--- src/rtl/wave_gen_pkg.sv ---
// wave_gen_pkg: shared mode codes, register offsets and LFSR constants for wave_gen_mc
package wave_gen_pkg;
   typedef enum logic [2:0] {
      M_OFF    = 3'd0,
      M_SQUARE = 3'd1,
      M_SAW    = 3'd2,
      M_TRI    = 3'd3,
      M_SINE   = 3'd4,
      M_NOISE  = 3'd5
   } mode_e;
   localparam logic [1:0] W_CTRL = 2'd0;
   localparam logic [1:0] W_INC  = 2'd1;
   localparam logic [1:0] W_AMP  = 2'd2;
   localparam logic [1:0] W_DUTY = 2'd3;
   localparam logic [1:0] W_SYNC = 2'd0;
   localparam logic [15:0] LFSR_SEED = 16'hACE1;
   localparam logic [15:0] LFSR_TAPS = 16'hB400;
   function automatic logic [15:0] lfsr_next(input logic [15:0] r);
      return r[0] ? ((r >> 1) ^ LFSR_TAPS) : (r >> 1);
   endfunction
endpackage

--- src/rtl/wave_sine_lut.sv ---
// wave_sine_lut: combinational quarter-wave sine ROM, entries evaluated at elaboration
module wave_sine_lut #(
   parameter int LUT_AW = 8,
   parameter int WAVE_W = 12
) (
   input  logic [LUT_AW-1:0] i_idx,
   output logic [WAVE_W-2:0] o_val
);
   function automatic logic [WAVE_W-2:0] entry(input int k);
      real x, t, s;
      x = 3.14159265358979 / 2.0 * (k + 0.5) / (2.0 ** LUT_AW);
      t = x;
      s = x;
      for (int n = 1; n < 8; n++) begin
         t = -t * x * x / ((2 * n) * (2 * n + 1));
         s = s + t;
      end
      return (WAVE_W-1)'($rtoi(((2.0 ** (WAVE_W - 1)) - 1.0) * s + 0.5));
   endfunction
   logic [WAVE_W-2:0] w_rom [2**LUT_AW];
   for (genvar k = 0; k < 2**LUT_AW; k++) begin : g_rom
      localparam logic [WAVE_W-2:0] V = entry(k);
      assign w_rom[k] = V;
   end
   assign o_val = w_rom[i_idx];
endmodule

--- src/rtl/wave_gen_mc.sv ---
// wave_gen_mc: multi-channel DDS waveform generator on the picosoc iomem bus
module wave_gen_mc
   import wave_gen_pkg::*;
#(
   parameter int NCH     = 4,
   parameter int PHASE_W = 24,
   parameter int WAVE_W  = 12,
   parameter int LUT_AW  = 8
) (
   input  logic                    clk,
   input  logic                    reset,
   input  logic [3:0]              wstrb,
   input  logic [31:0]             addr,
   input  logic [31:0]             wdata,
   output logic [31:0]             rdata,
   output logic [NCH*WAVE_W-1:0]   wave
);
   localparam int CH_AW = (NCH > 1) ? $clog2(NCH) : 1;
   logic              w_wr, w_glob, w_sync, w_unused;
   logic [1:0]        w_word;
   logic [CH_AW-1:0]  w_ch;
   logic [3:0]        w_ctrl [NCH];
   logic [PHASE_W-1:0] w_inc [NCH];
   logic [WAVE_W-1:0] w_amp [NCH];
   logic [WAVE_W-1:0] w_duty [NCH];
   assign w_wr     = |wstrb;
   assign w_glob   = addr[4+CH_AW];
   assign w_word   = addr[3:2];
   assign w_ch     = addr[4 +: CH_AW];
   assign w_sync   = w_wr && w_glob && w_word == W_SYNC && wdata[0];
   assign w_unused = ^{addr[31:5+CH_AW], addr[1:0], wdata};
   // Readback of the addressed channel word; global block and absent channels read 0
   always_comb begin
      rdata = '0;
      if (!w_glob && 32'(w_ch) < NCH)
         rdata = (w_word == W_CTRL) ? 32'(w_ctrl[w_ch]) :
                 (w_word == W_INC)  ? 32'(w_inc[w_ch])  :
                 (w_word == W_AMP)  ? 32'(w_amp[w_ch])  : 32'(w_duty[w_ch]);
   end
   for (genvar g = 0; g < NCH; g++) begin : g_ch
      logic [3:0]          r_ctrl;
      logic [PHASE_W-1:0]  r_inc, r_phase, w_sum;
      logic [WAVE_W-1:0]   r_amp, r_duty, r_s, r_out, w_p, w_t, w_s;
      logic [15:0]         r_lfsr;
      logic                w_sel, w_ctrl_wr, w_run, w_carry;
      logic [LUT_AW-1:0]   w_idx;
      logic [WAVE_W-2:0]   w_lut;
      logic [2*WAVE_W-1:0] w_prod;
      assign w_sel     = w_wr && !w_glob && w_ch == CH_AW'(g);
      assign w_ctrl_wr = w_sel && w_word == W_CTRL;
      assign w_run     = r_ctrl[3] && r_ctrl[2:0] != M_OFF && r_ctrl[2:0] <= M_NOISE;
      assign {w_carry, w_sum} = {1'b0, r_phase} + {1'b0, r_inc};
      assign w_p   = r_phase[PHASE_W-1 -: WAVE_W];
      assign w_t   = r_phase[PHASE_W-2 -: WAVE_W];
      assign w_idx = r_phase[PHASE_W-2] ? ~r_phase[PHASE_W-3 -: LUT_AW] : r_phase[PHASE_W-3 -: LUT_AW];
      assign w_prod = {{WAVE_W{1'b0}}, r_s} * {{WAVE_W{1'b0}}, r_amp} + {{WAVE_W{1'b0}}, r_s};
      wave_sine_lut #(.LUT_AW(LUT_AW), .WAVE_W(WAVE_W)) u_lut (.i_idx(w_idx), .o_val(w_lut));
      // Channel register writes
      always_ff @(posedge clk) begin
         if (reset) begin
            r_ctrl <= '0;
            r_inc  <= '0;
            r_amp  <= '0;
            r_duty <= '0;
         end else if (w_sel) begin
            if (w_word == W_CTRL) r_ctrl <= wdata[3:0];
            if (w_word == W_INC)  r_inc  <= wdata[PHASE_W-1:0];
            if (w_word == W_AMP)  r_amp  <= wdata[WAVE_W-1:0];
            if (w_word == W_DUTY) r_duty <= wdata[WAVE_W-1:0];
         end
      end
      // Phase accumulator and noise LFSR; zeroing beats accumulation
      always_ff @(posedge clk) begin
         if (reset) begin
            r_phase <= '0;
            r_lfsr  <= LFSR_SEED;
         end else begin
            r_phase <= (w_ctrl_wr || w_sync) ? '0 : w_run ? w_sum : r_phase;
            r_lfsr  <= w_ctrl_wr ? LFSR_SEED : (w_run && w_carry && !w_sync) ? lfsr_next(r_lfsr) : r_lfsr;
         end
      end
      // Shape selection from the current phase; sine halves fold around mid-scale
      always_comb begin
         w_s = !w_run                    ? '0 :
               (r_ctrl[2:0] == M_SQUARE) ? ((w_p < r_duty) ? '1 : '0) :
               (r_ctrl[2:0] == M_SAW)    ? w_p :
               (r_ctrl[2:0] == M_TRI)    ? (r_phase[PHASE_W-1] ? ~w_t : w_t) :
               (r_ctrl[2:0] == M_SINE)   ? (r_phase[PHASE_W-1] ? {1'b0, ~w_lut} : {1'b1, w_lut}) :
                                           r_lfsr[15 -: WAVE_W];
      end
      // Output pipeline: registered shape, then amplitude-scaled sample
      always_ff @(posedge clk) begin
         if (reset) begin
            r_s   <= '0;
            r_out <= '0;
         end else begin
            r_s   <= w_s;
            r_out <= WAVE_W'(w_prod >> WAVE_W);
         end
      end
      assign wave[g*WAVE_W +: WAVE_W] = r_out;
      assign w_ctrl[g] = r_ctrl;
      assign w_inc[g]  = r_inc;
      assign w_amp[g]  = r_amp;
      assign w_duty[g] = r_duty;
   end
endmodule
--- config.mk ---
export PLATFORM = sky130hd
export DESIGN_NAME = wave_gen_mc
export DESIGN_NICKNAME = d
export VERILOG_FILES = /design/src/rtl/wave_gen_pkg.sv /design/src/rtl/wave_sine_lut.sv /design/src/rtl/wave_gen_mc.sv
export SDC_FILE = /design/constraint.sdc
export NUM_CORES = 2
export LEC_CHECK = 0
export CORE_MARGIN = 8
export CORE_UTILIZATION = 40
export DETAILED_ROUTE_END_ITERATION = 10
export SYNTH_ARGS = -nofsm -noshare
export SYNTH_HDL_FRONTEND = slang
export SYNTH_SLANG_ARGS = --single-unit
--- constraint.sdc ---
create_clock -name clk -period 7.9 [get_ports clk]
set_input_delay 1.58 -clock clk [delete_from_list [all_inputs] [get_ports clk]]
set_output_delay 1.58 -clock clk [all_outputs]
set_load 0.02 [all_outputs]
==> summary.txt <==
Clock network
  • PostCTS Resize Cnt: 0
  • Clock Sinks: between 400 and 500
  • Post-CTS Setup Inserts: 0
  • Clock latency on the worst-skew pair: 0.68 ns
  • Max clock buf depth: 3
  • H-tree levels: 2
  • Clk root buf: clkbuf_16
  • CTS Buf Count: 57
  • Reg clk slew, reported paths: 0.06 ns
  • CTS Hold Bufs: 0
  • TritonCTS clock tree: yes

Logic synthesis
  • Primary FF master, synth: dfxtp_1
  • Yosys top cell area share: 0.158
  • Synth cell types: 99
  • Top cells by count, synth: nand2_1 (1203), inv_1 (816), a21oi_1 (644)
  • Proportion of synthesized chip area in sequential cells: 0.158
  • Asr flop ratio synth: 0
  • Post-synthesis instance total: 7797
  • Yosys reg bits: 464
  • Synthesized area: 0.0588 sq mm
  • Cell taking the most area after synthesis: dfxtp_1
  • Post-synth EDFFs: 0
  • Avg Cell Area, Syn: 7.54 sq um
  • Most common cell in the synthesized netlist: nand2_1
  • Yosys warns: 0
  • Top cells by area, synth: dfxtp_1 (16%), fa_1 (15%), ha_1 (9.7%)

Setup path
  • RR Startpoint: g_ch[3].r_amp[4]
  • Worst EP arrival: just under 7 ns
  • Worst path cell trace: nand2_1 > fa_1 > fa_1 > inv_1 > fa_1 > fa_1 > inv_1 > fa_1 > inv_1 > ha_1 > a21o_1 > a21oi_1 > o2111ai_1 > nand2_1 > o31ai_1 > o41ai_1 > o2111ai_1 > o31ai_1 > xnor2_1 > nor2_1
  • Crit path largest cell delay: 0.73 ns
  • Delay-heaviest family, CP: adder cells
  • Cell depth of the worst setup path: 20
  • Req. time, crit path: 8.44 ns
  • CP max stage cell: dfxtp_1
  • Critical setup path kind: flip-flop to flip-flop
  • Buf/Inv on CP: 3
  • Reg2Reg Depth: 20
  • Crit path to: g_ch[3].r_out[11]
  • Worst reg2reg endpoint: g_ch[3].r_out[11]
  • Most Frequent Cell on Critical Path: fa_1
  • Type of origin of the critical path: flip-flop
  • Worst Setup End Kind: flip-flop
  • Worst Path Max Fanout: 14
  • CP startpoint: g_ch[3].r_amp[4]
  • Reg-to-reg slack, setup: 1.65 ns

STA
  • Min Clock Period, post-route: 6.25 ns
  • Final setup vio count: 0
  • Worst hold margin: 0.443 ns
  • Tcrit/Tclk final: 0.791
  • RSZ-0062 raised after global routing: no
  • Worst slew pin tran: 1.31 ns
  • Fmax: 0.160 GHz
  • Clock Skews: approximately 0.067 ns
  • Final Max Slew Viols: 0
  • Post-route setup TNS: 0 ns
  • Slew Limit Headroom: 0.117
  • Hold Vio Cnt, Final: 0

GRT
  • Initial antenna violation count: 10
  • M3 GR Usage: 0.0334
  • Gr busiest metal: met2
  • Number of global-route vias before repair: between 50000 and 60000
  • Met1 GRT Util: 0.343
  • Global-route wire length before repair: 311000 um
  • GR Util met2: 0.390
  • Largest net degree at the start of global routing: between 80 and 90
  • Grt ovf: 0
  • Global Route Usage Sum: 0.243

Pwr
  • Worst vdd ir: 0.000155 V
  • Power Density: between 80 and 90 mW/mm^2
  • LEAKAGE: 26.9 nW

Floorplanning
  • Die W: 399 um
  • Initial core utilization: 0.403
  • Die height: between 300 and 400 um
  • DIE AREA: about 0.16 sq mm
  • Placeable Area: 0.146 sq mm
  • Top Ports: 150
  • FP Rows: between 100 and 150

Cells and area
  • Fin util: 0.432
  • Layout cell share with drive strength beyond 1: 0.0527
  • Nets: 8451
  • Post-route non-filler standard cell count: about 9400
  • Layout area overhead: 7.13%

Placement
  • Cells after DPL: 9339
  • DP HPWL: 147000 um
  • Final GP Congestion: 0.949
  • IO buf count: 106

Routing
  • WL/cell: 21.3 um
  • Post-route DRC: 0
  • Initial DRC Count: 6030
  • Vias: 55600
  • DR pass1 iterations: 6
  • Final wirelength: 201000 um
  • Post-route antenna net violation count: 0
  • Post-DR vias/cell: 5.89

Min path
  • HP Class: flip-flop to flip-flop
  • Hold Path Origin: g_ch[1].r_lfsr[9]

Status
  • Status: complete, no violations

Flow run
  • Max-cap viol count: 0
area by class of cell:
cell class | instances | area [sq um]
antenna | 1 | 2.50
multi-input combinational | 5913 | 44200
fill | 14800 | 82800
tap | 1917 | 2400
clock inverter | 34 | 523
sequential | 464 | 9300
timing repair buffer | 214 | 1870
inverter | 831 | 3120
clock buffer | 73 | 1580
metal layers:
| metal | wire, um | up-vias |
|---|---|---|
| li1 | - | 25900 |
| met1 | 88800 | 27100 |
| met2 | 90200 | 2333 |
| met3 | 16300 | 345 |
| met4 | 5390 | 6 |
| met5 | 29 | - |
sequential cells by signal (all words and copies together), names as in the netlist:
name          cells
g_ch.r_out       48
g_ch.r_phase     96
g_ch.r_lfsr      64
g_ch.r_amp       48
g_ch.r_ctrl      16
g_ch.r_duty      48
g_ch.r_inc       96
g_ch.r_s         48
per-stage QoR:
step	instance area, sq um	worst slack, ns	power, mW
final	63000	1.65	5.59
after global routing	63000	1.20	5.75
after CTS	63000	1.64	5.64
after detailed placement	60900	1.64	2.68
after global placement	60900	1.72	2.68
after floorplan	58800	2.40	2.58
worst register-to-register path, stage by stage, from the launching register on:
cell and delay [ns]:
dfxtp_1 0.73, nand2_1 0.17, fa_1 0.51, fa_1 0.40, inv_1 0.08, fa_1 0.45
fa_1 0.55, inv_1 0.05, fa_1 0.47, inv_1 0.04, ha_1 0.28, a21o_1 0.16
a21oi_1 0.22, o2111ai_1 0.16, nand2_1 0.17, o31ai_1 0.15, o41ai_1 0.70, o2111ai_1 0.33
o31ai_1 0.31, xnor2_1 0.16, nor2_1 0.05
cells by family after synthesis:
kind of cell	count (synthesis)	share of synthesized area
AND/OR/NAND/NOR	2621	0.201
AO/OA/AOI/OAI	1934	0.211
buffers and inverters	1427	0.0948
adder cells (fa/ha/maj)	903	0.249
flip-flops	464	0.158
XOR/XNOR	253	0.0399
multiplexers	194	0.0467
other	1	0.0000638
worst min path at each step:
stage                    endpoint  slack (ns)  cells after the start
6_report        g_ch[1].r_lfsr[8]        0.44                      2
5_1_grt        g_ch[3].r_phase[8]        0.47                      2
4_1_cts         g_ch[1].r_lfsr[8]        0.43                      2
3_5_place_dp   g_ch[0].r_phase[3]        0.45                      2
3_3_place_gp   g_ch[2].r_phase[8]        0.44                      2
2_1_floorplan  g_ch[3].r_phase[4]        0.44                      2
placed cells by master, fill, tap and decap left out, drive strengths merged, types with 153 or more instances in the layout:
master  instances
nand2        1204
inv           831
a21oi         646
nor2          511
dfxtp         464
ha            456
fa            444
o21ai         365
and2          301
nand3         163
nor3          153
report_power, final:
part | internal, mW | switching (mW)
clock | 1.78 | 1.17
sequential | 2.35 | 0.0338
combinational | 0.0751 | 0.173
Note: power is estimated with default switching activity, not from simulation.
